**config.mk**
```make
export PLATFORM = sky130hd
export DESIGN_NAME = fetch_prefetch
export DESIGN_NICKNAME = d
export VERILOG_FILES = /design/src/rtl/fetch_prefetch.sv
export SDC_FILE = /design/constraint.sdc
export NUM_CORES = 1
export LEC_CHECK = 0
export BUFFER_PORTS_ARGS = -buffer_cell sky130_fd_sc_hd__buf_2
export CORE_MARGIN = 10
export CORE_UTILIZATION = 45
export CTS_CLUSTER_DIAMETER = 40
export CTS_CLUSTER_SIZE = 25
export DETAILED_ROUTE_END_ITERATION = 6
export GPL_ROUTABILITY_DRIVEN = 0
export PLACE_DENSITY_LB_ADDON = 0.08
export SLEW_MARGIN = 40
export SYNTH_ARGS = -nofsm -noshare
export SYNTH_HDL_FRONTEND = slang
export SYNTH_SLANG_ARGS = --single-unit
```
**constraint.sdc**
```tcl
create_clock -name clk -period 13.23 [get_ports clk]
set_input_delay 2.646 -clock clk [delete_from_list [all_inputs] [get_ports clk]]
set_output_delay 2.646 -clock clk [all_outputs]
set_load 0.01 [all_outputs]
```
**src/rtl/fetch_prefetch.sv**
```systemverilog
// Instruction prefetcher: bounded in-flight fetches feeding an instruction queue, with redirect flush.
// Optional FETCH_PERF_EN macro adds the saturating drop_cnt output.
module fetch_prefetch #(
  parameter logic [31:0] RESET_PC = 32'h00400020,
  parameter int unsigned DEPTH    = 4,
  parameter int unsigned MAX_OUT  = 2
) (
  input  logic        clk,
  input  logic        rst_n,
  input  logic        branch,
  input  logic        jump,
  input  logic        jump_reg,
  input  logic [31:0] branch_addr,
  input  logic [31:0] jump_addr,
  input  logic [31:0] jump_reg_addr,
  output logic        imem_req_valid,
  input  logic        imem_req_ready,
  output logic [31:0] imem_req_addr,
  input  logic        imem_resp_valid,
  input  logic [31:0] imem_resp_data,
  output logic        instr_valid,
  input  logic        instr_ready,
  output logic [31:0] instr,
  output logic [31:0] pc_plus_4
`ifdef FETCH_PERF_EN
  ,
  output logic [31:0] drop_cnt
`endif
);

  localparam int unsigned PtrW = $clog2(DEPTH);
  localparam int unsigned CntW = PtrW + 1;

  logic [31:0]     fetch_pc_q, fetch_pc_d;
  logic [PtrW-1:0] wr_ptr_q, wr_ptr_d, rd_ptr_q, rd_ptr_d;
  logic [CntW-1:0] occ_q, occ_d, outst_q, outst_d;
  logic [31:0]     pend_q, pend_d;
  logic            run_q;
  logic [31:0]     instr_mem_q [DEPTH];
  logic [31:0]     pc4_mem_q [DEPTH];

  logic        redirect, req_acc, push, pop, resp_drop;
  logic [31:0] target, resp_pc4, drop_sum;
  logic [CntW:0] credit_sum;

  always_comb begin
    redirect   = branch | jump;
    target     = branch ? branch_addr : ((jump & jump_reg) ? jump_reg_addr : jump_addr);
    credit_sum = {1'b0, outst_q} + {1'b0, occ_q};
    // run_q holds requests off until the first cycle after reset release
    imem_req_valid = run_q & ~redirect & (outst_q < CntW'(MAX_OUT))
                     & (credit_sum < (CntW + 1)'(DEPTH));
    imem_req_addr  = fetch_pc_q;
    req_acc        = imem_req_valid & imem_req_ready;
    resp_drop      = imem_resp_valid & (redirect | (pend_q != 32'd0));
    push           = imem_resp_valid & ~redirect & (pend_q == 32'd0) & (outst_q != '0);
    instr_valid    = (occ_q != '0) & ~redirect;
    pop            = instr_valid & instr_ready;
    instr          = instr_mem_q[rd_ptr_q];
    pc_plus_4      = pc4_mem_q[rd_ptr_q];
    // Responses are in order, so the oldest live request sits outst_q words behind fetch_pc
    resp_pc4       = fetch_pc_q - (32'(outst_q) << 2) + 32'd4;
    drop_sum       = pend_q + 32'(outst_q);
  end

  always_comb begin
    fetch_pc_d = fetch_pc_q;
    wr_ptr_d   = wr_ptr_q;
    rd_ptr_d   = rd_ptr_q;
    occ_d      = occ_q;
    outst_d    = outst_q;
    pend_d     = pend_q;
    if (redirect) begin
      fetch_pc_d = target;
      wr_ptr_d   = '0;
      rd_ptr_d   = '0;
      occ_d      = '0;
      outst_d    = '0;
      pend_d     = (imem_resp_valid && drop_sum != 32'd0) ? drop_sum - 32'd1 : drop_sum;
    end else begin
      if (req_acc) fetch_pc_d = fetch_pc_q + 32'd4;
      if (imem_resp_valid && pend_q != 32'd0) pend_d = pend_q - 32'd1;
      if (push) wr_ptr_d = wr_ptr_q + PtrW'(1);
      if (pop) rd_ptr_d = rd_ptr_q + PtrW'(1);
      occ_d   = occ_q + CntW'(push) - CntW'(pop);
      outst_d = outst_q + CntW'(req_acc) - CntW'(push);
    end
  end

  always_ff @(posedge clk) begin
    if (!rst_n) begin
      fetch_pc_q <= RESET_PC;
      wr_ptr_q   <= '0;
      rd_ptr_q   <= '0;
      occ_q      <= '0;
      outst_q    <= '0;
      pend_q     <= 32'd0;
      run_q      <= 1'b0;
    end else begin
      fetch_pc_q <= fetch_pc_d;
      wr_ptr_q   <= wr_ptr_d;
      rd_ptr_q   <= rd_ptr_d;
      occ_q      <= occ_d;
      outst_q    <= outst_d;
      pend_q     <= pend_d;
      run_q      <= 1'b1;
    end
  end

  always_ff @(posedge clk) begin
    if (push) begin
      instr_mem_q[wr_ptr_q] <= imem_resp_data;
      pc4_mem_q[wr_ptr_q]   <= resp_pc4;
    end
  end

`ifdef FETCH_PERF_EN
  logic [31:0] drop_cnt_q, drop_cnt_d;

  always_comb begin
    drop_cnt_d = drop_cnt_q;
    if (resp_drop && drop_cnt_q != 32'hFFFF_FFFF) drop_cnt_d = drop_cnt_q + 32'd1;
  end

  always_ff @(posedge clk) begin
    if (!rst_n) drop_cnt_q <= 32'd0;
    else        drop_cnt_q <= drop_cnt_d;
  end

  assign drop_cnt = drop_cnt_q;
`else
  logic unused_drop;
  assign unused_drop = resp_drop;
`endif

endmodule

```
==> results by group <==
Yosys
  – Seq cells post-synth: around 330
  – Ys async rst share: 0
  – Top FF cell, synth: edfxtp_1
  – Post-synth net total: around 1,700
  – Synth Area in XOR/XNOR: 0.04474
  – Seq/Total Area, Yosys: 0.5124
  – Most common cell in the netlist: edfxtp_1
  – Yosys cell types: 94
  – Area fraction in compound gates after synthesis: 0.09719
  – Area leader, netlist: edfxtp_1
  – Synthesized area per cell: ~12 sq um
  – Yosys top cell area share: 0.4268
  – Post-Synth Adder-Cell Area: 0.05544
  – Mapped Area: between 0.015 and 0.02 sq mm
  – Cells after synthesis: 1,503
  – Mux cell area share after synthesis: 0.1077
  – Post-synthesis simple-gate area fraction: 0.1468
  – Largest family of logic cells by synthesized area: simple AND/OR/NAND/NOR gates
  – Synth Warn #: 0
  – Ranking of synthesized cells by area: edfxtp_1 43%, dfxtp_1 8.6%, mux4_2 8.0%, ha_1 5.2%, xnor2_1 3.5%
  – EDFF count, synth: ~260
  – Post-synth top cells: 256 x edfxtp_1, 105 x nand2_1, 103 x nor2_1

Drt
  – Via density: approximately 5.7
  – Via count: 13,010
  – Final wirelength: between 50,000 and 60,000 microns
  – First-pass iteration count of the detailed router: 5
  – Iter 0 DRT Violations: 968
  – Drt wl/cell: roughly 22 microns
  – DRC viols: 0
  – Antenna Nets Post-Route: 0

Place
  – Placed cells: ~2,200
  – HPWL after DPL: roughly 36,000 microns
  – I/O Buffers: roughly 230

Worst setup path
  – Worst endpoint required time: about 11,000 ps
  – Crit end category: output port
  – Stages on worst setup path: 5
  – FF-to-FF setup slack: 8720 ps
  – Crit path DAT: between 4000 and 5000 ps
  – Worst reg-to-reg path cell count: 14
  – Critical Path Most Common Cell: buf_2
  – Max stage delay cell, worst path: buf_2
  – Crit-path cells: buf_2 -> or2_2 -> buf_4 -> nor2_1 -> buf_2
  – Setup CP Type: input pin to output port
  – Crit path max fanout: 52
  – Slowest stage delay, CP: 570 ps
  – Crit path buf inv count: 3
  – Reg2reg start: pend_q[3]$_SDFFE_PN0P_
  – Critical path endpoint: instr_valid
  – Crit-path leading delay family: buffers and inverters
  – Reg2reg end: occ_q[2]$_SDFF_PP0_
  – CP startpoint kind: input pin
  – Crit. Startpoint: jump

Final layout
  – Area delta synth->final: 18.82%
  – Layout Cells excl Fill: roughly 2,300
  – # nets final: 1,930
  – Share of cells above drive strength 1: 0.2628
  – FILL cells: ~3,500

Floorplanning
  – Die area: roughly 0.048 sq mm
  – I/O pins: between 200 and 250
  – Core area: 0.03964 sq mm
  – Initial Util: 0.4543
  – Rows: 73
  – Die X: around 220 microns
  – Die Height: around 220 microns

STA
  – Fin crit share: 0.5252
  – Slew @ Worst Pin: roughly 800 ps
  – Final Max Slew Viols: 0
  – Fmax: 0.1439 GHz
  – Unrepaired setup endpoints after global routing: false
  – Hold Violations, Final: 0
  – Clock Skews: approximately 23 ps
  – Final setup fails: 0
  – Slew headroom: 0.4610
  – Crit path time final: slightly below 7000 ps
  – Setup Total Neg Slack: 0 ps

Global route
  – Total track usage: 0.2045
  – Initial antenna violation count: 4
  – Global-route wire length before repair: ~76,000 microns
  – Pin count of the biggest net entering global routing: ~60
  – Vias in the first global route: about 13,000
  – Grt total ovfl: 0

Pwr
  – Pwr Total: 3.353 mW
  – Worst VDD drop: 0.00009065 V
  – Pleak: ~8.0 nW
  – Power Dens Cells: around 160 mW/mm^2

Clocking
  – CTS tree: done
  – Setup bufs post-CTS: 0
  – CTS Sinks: 333
  – CTS Buf Count: 51
  – CTS clk-pin slew, worst paths: ~40 ps
  – Skew-Pair Late Insertion Delay: between 500 and 600 ps
  – Post_cts resized: 0
  – Hold-fix buffers, CTS: 0
  – Root Driver: clkbuf_16
  – Clk buf depth: 3
  – # H-tree levels: 2

Min path
  – Worst Hold Class: flop to flop
  – Depth of the worst hold-timing path: 2
  – Hold Startpoint: pend_q[26]$_SDFFE_PN0P_

Flow run
  – Max-Cap Viols: 0

Run status
  – Status: complete, no violations
## layout make-up
cell class              count  area, sq um  area share
inverters                  59        221.5     0.01035
clock inverters            40        513.0     0.02397
flip-flops and latches    333         9234      0.4315
well taps                 525        656.9     0.03070
diodes                      4        10.01   0.0004678
multi-input cells        1024         8163      0.3815
clock buffers              55         1313     0.06133
repair buffers            247         1289     0.06022
## routing by layer
| metal | global-route usage | vias up | wire length [microns] |
|---|---|---|---|
| met5 | 0 | - | 23 |
| met4 | 0.07122 | 4 | 1374 |
| met3 | 0.04072 | 89 | 2999 |
| met2 | 0.3424 | 383 | 24570 |
| met1 | 0.2592 | 6359 | 21450 |
| li1 | - | 6171 | - |
## sequential cells by signal (all words and copies together) (netlist names), named ones only
signal	cells
outst_q	3
pc4_mem_q	128
rd_ptr_q	2
run_q	1
imem_req_addr	32
wr_ptr_q	2
occ_q	3
pend_q	32
instr_mem_q	128
## cells in the final DEF, fill, tap and decap left out, drive strengths merged, types with 11 or more instances in the layout
cell and instances:
o21ai 52, clkbuf 55, nand3 50, o211ai 18, nor4 21, xnor2 72, nor2b 12, nand4 28
ha 75, a21oi 67, and2 19, clkinv 17, mux2i 43, xor2 20, or3 11, a31oi 22
o22ai 19, dfxtp 77, nand2 107, and3 30, mux4 64, nor2 105, inv 71, edfxtp 256
buf 247, nor3 49
## metrics by stage
step | cell area (sq um) | setup slack (ps) | utilization | hold slack [ps]
final | 21400 | 6281 | 0.5398 | 530.6
after detailed placement | 19550 | 6313 | 0.4932 | 524.1
after global routing | 21390 | 6173 | 0.5397 | 553.8
after CTS | 21380 | 6312 | 0.5393 | 530.1
after floorplan | 18010 | 6880 | - | 475.5
after global placement | 19530 | 6299 | 0.4926 | 500.5
## how the worst min path moves through the flow
stage	endpoint	slack [ps]
final	pend_q[26]$_SDFFE_PN0P_	530
after floorplan	pend_q[26]$_SDFFE_PN0P_	480
after global routing	pend_q[26]$_SDFFE_PN0P_	550
after global placement	pend_q[26]$_SDFFE_PN0P_	500
after detailed placement	pend_q[26]$_SDFFE_PN0P_	520
after CTS	pend_q[26]$_SDFFE_PN0P_	530
## cell families (layout without fill, tap and decap cells)
group / Yosys count / count (layout)
other: 0 / 4
adder cells (fa/ha/maj): 78 / 78
flip-flops: 333 / 333
XOR/XNOR: 92 / 92
AO/OA/AOI/OAI: 261 / 261
AND/OR/NAND/NOR: 480 / 480
multiplexers: 113 / 113
buffers and inverters: 146 / 401
## power breakdown
group / leakage [nW] / internal, mW / switching [mW]
Clock: 0.874 / 0.862 / 0.537
Combinational: 4.16 / 0.265 / 0.405
Sequential: 2.93 / 1.19 / 0.0919
Total: 7.96 / 2.32 / 1.03
## worst min-delay path, stage by stage, from the launching register on
cell,delay [ps]
dfxtp_1,350
nand2_1,70
mux2i_1,60
Power figures use the tool's default switching activity.
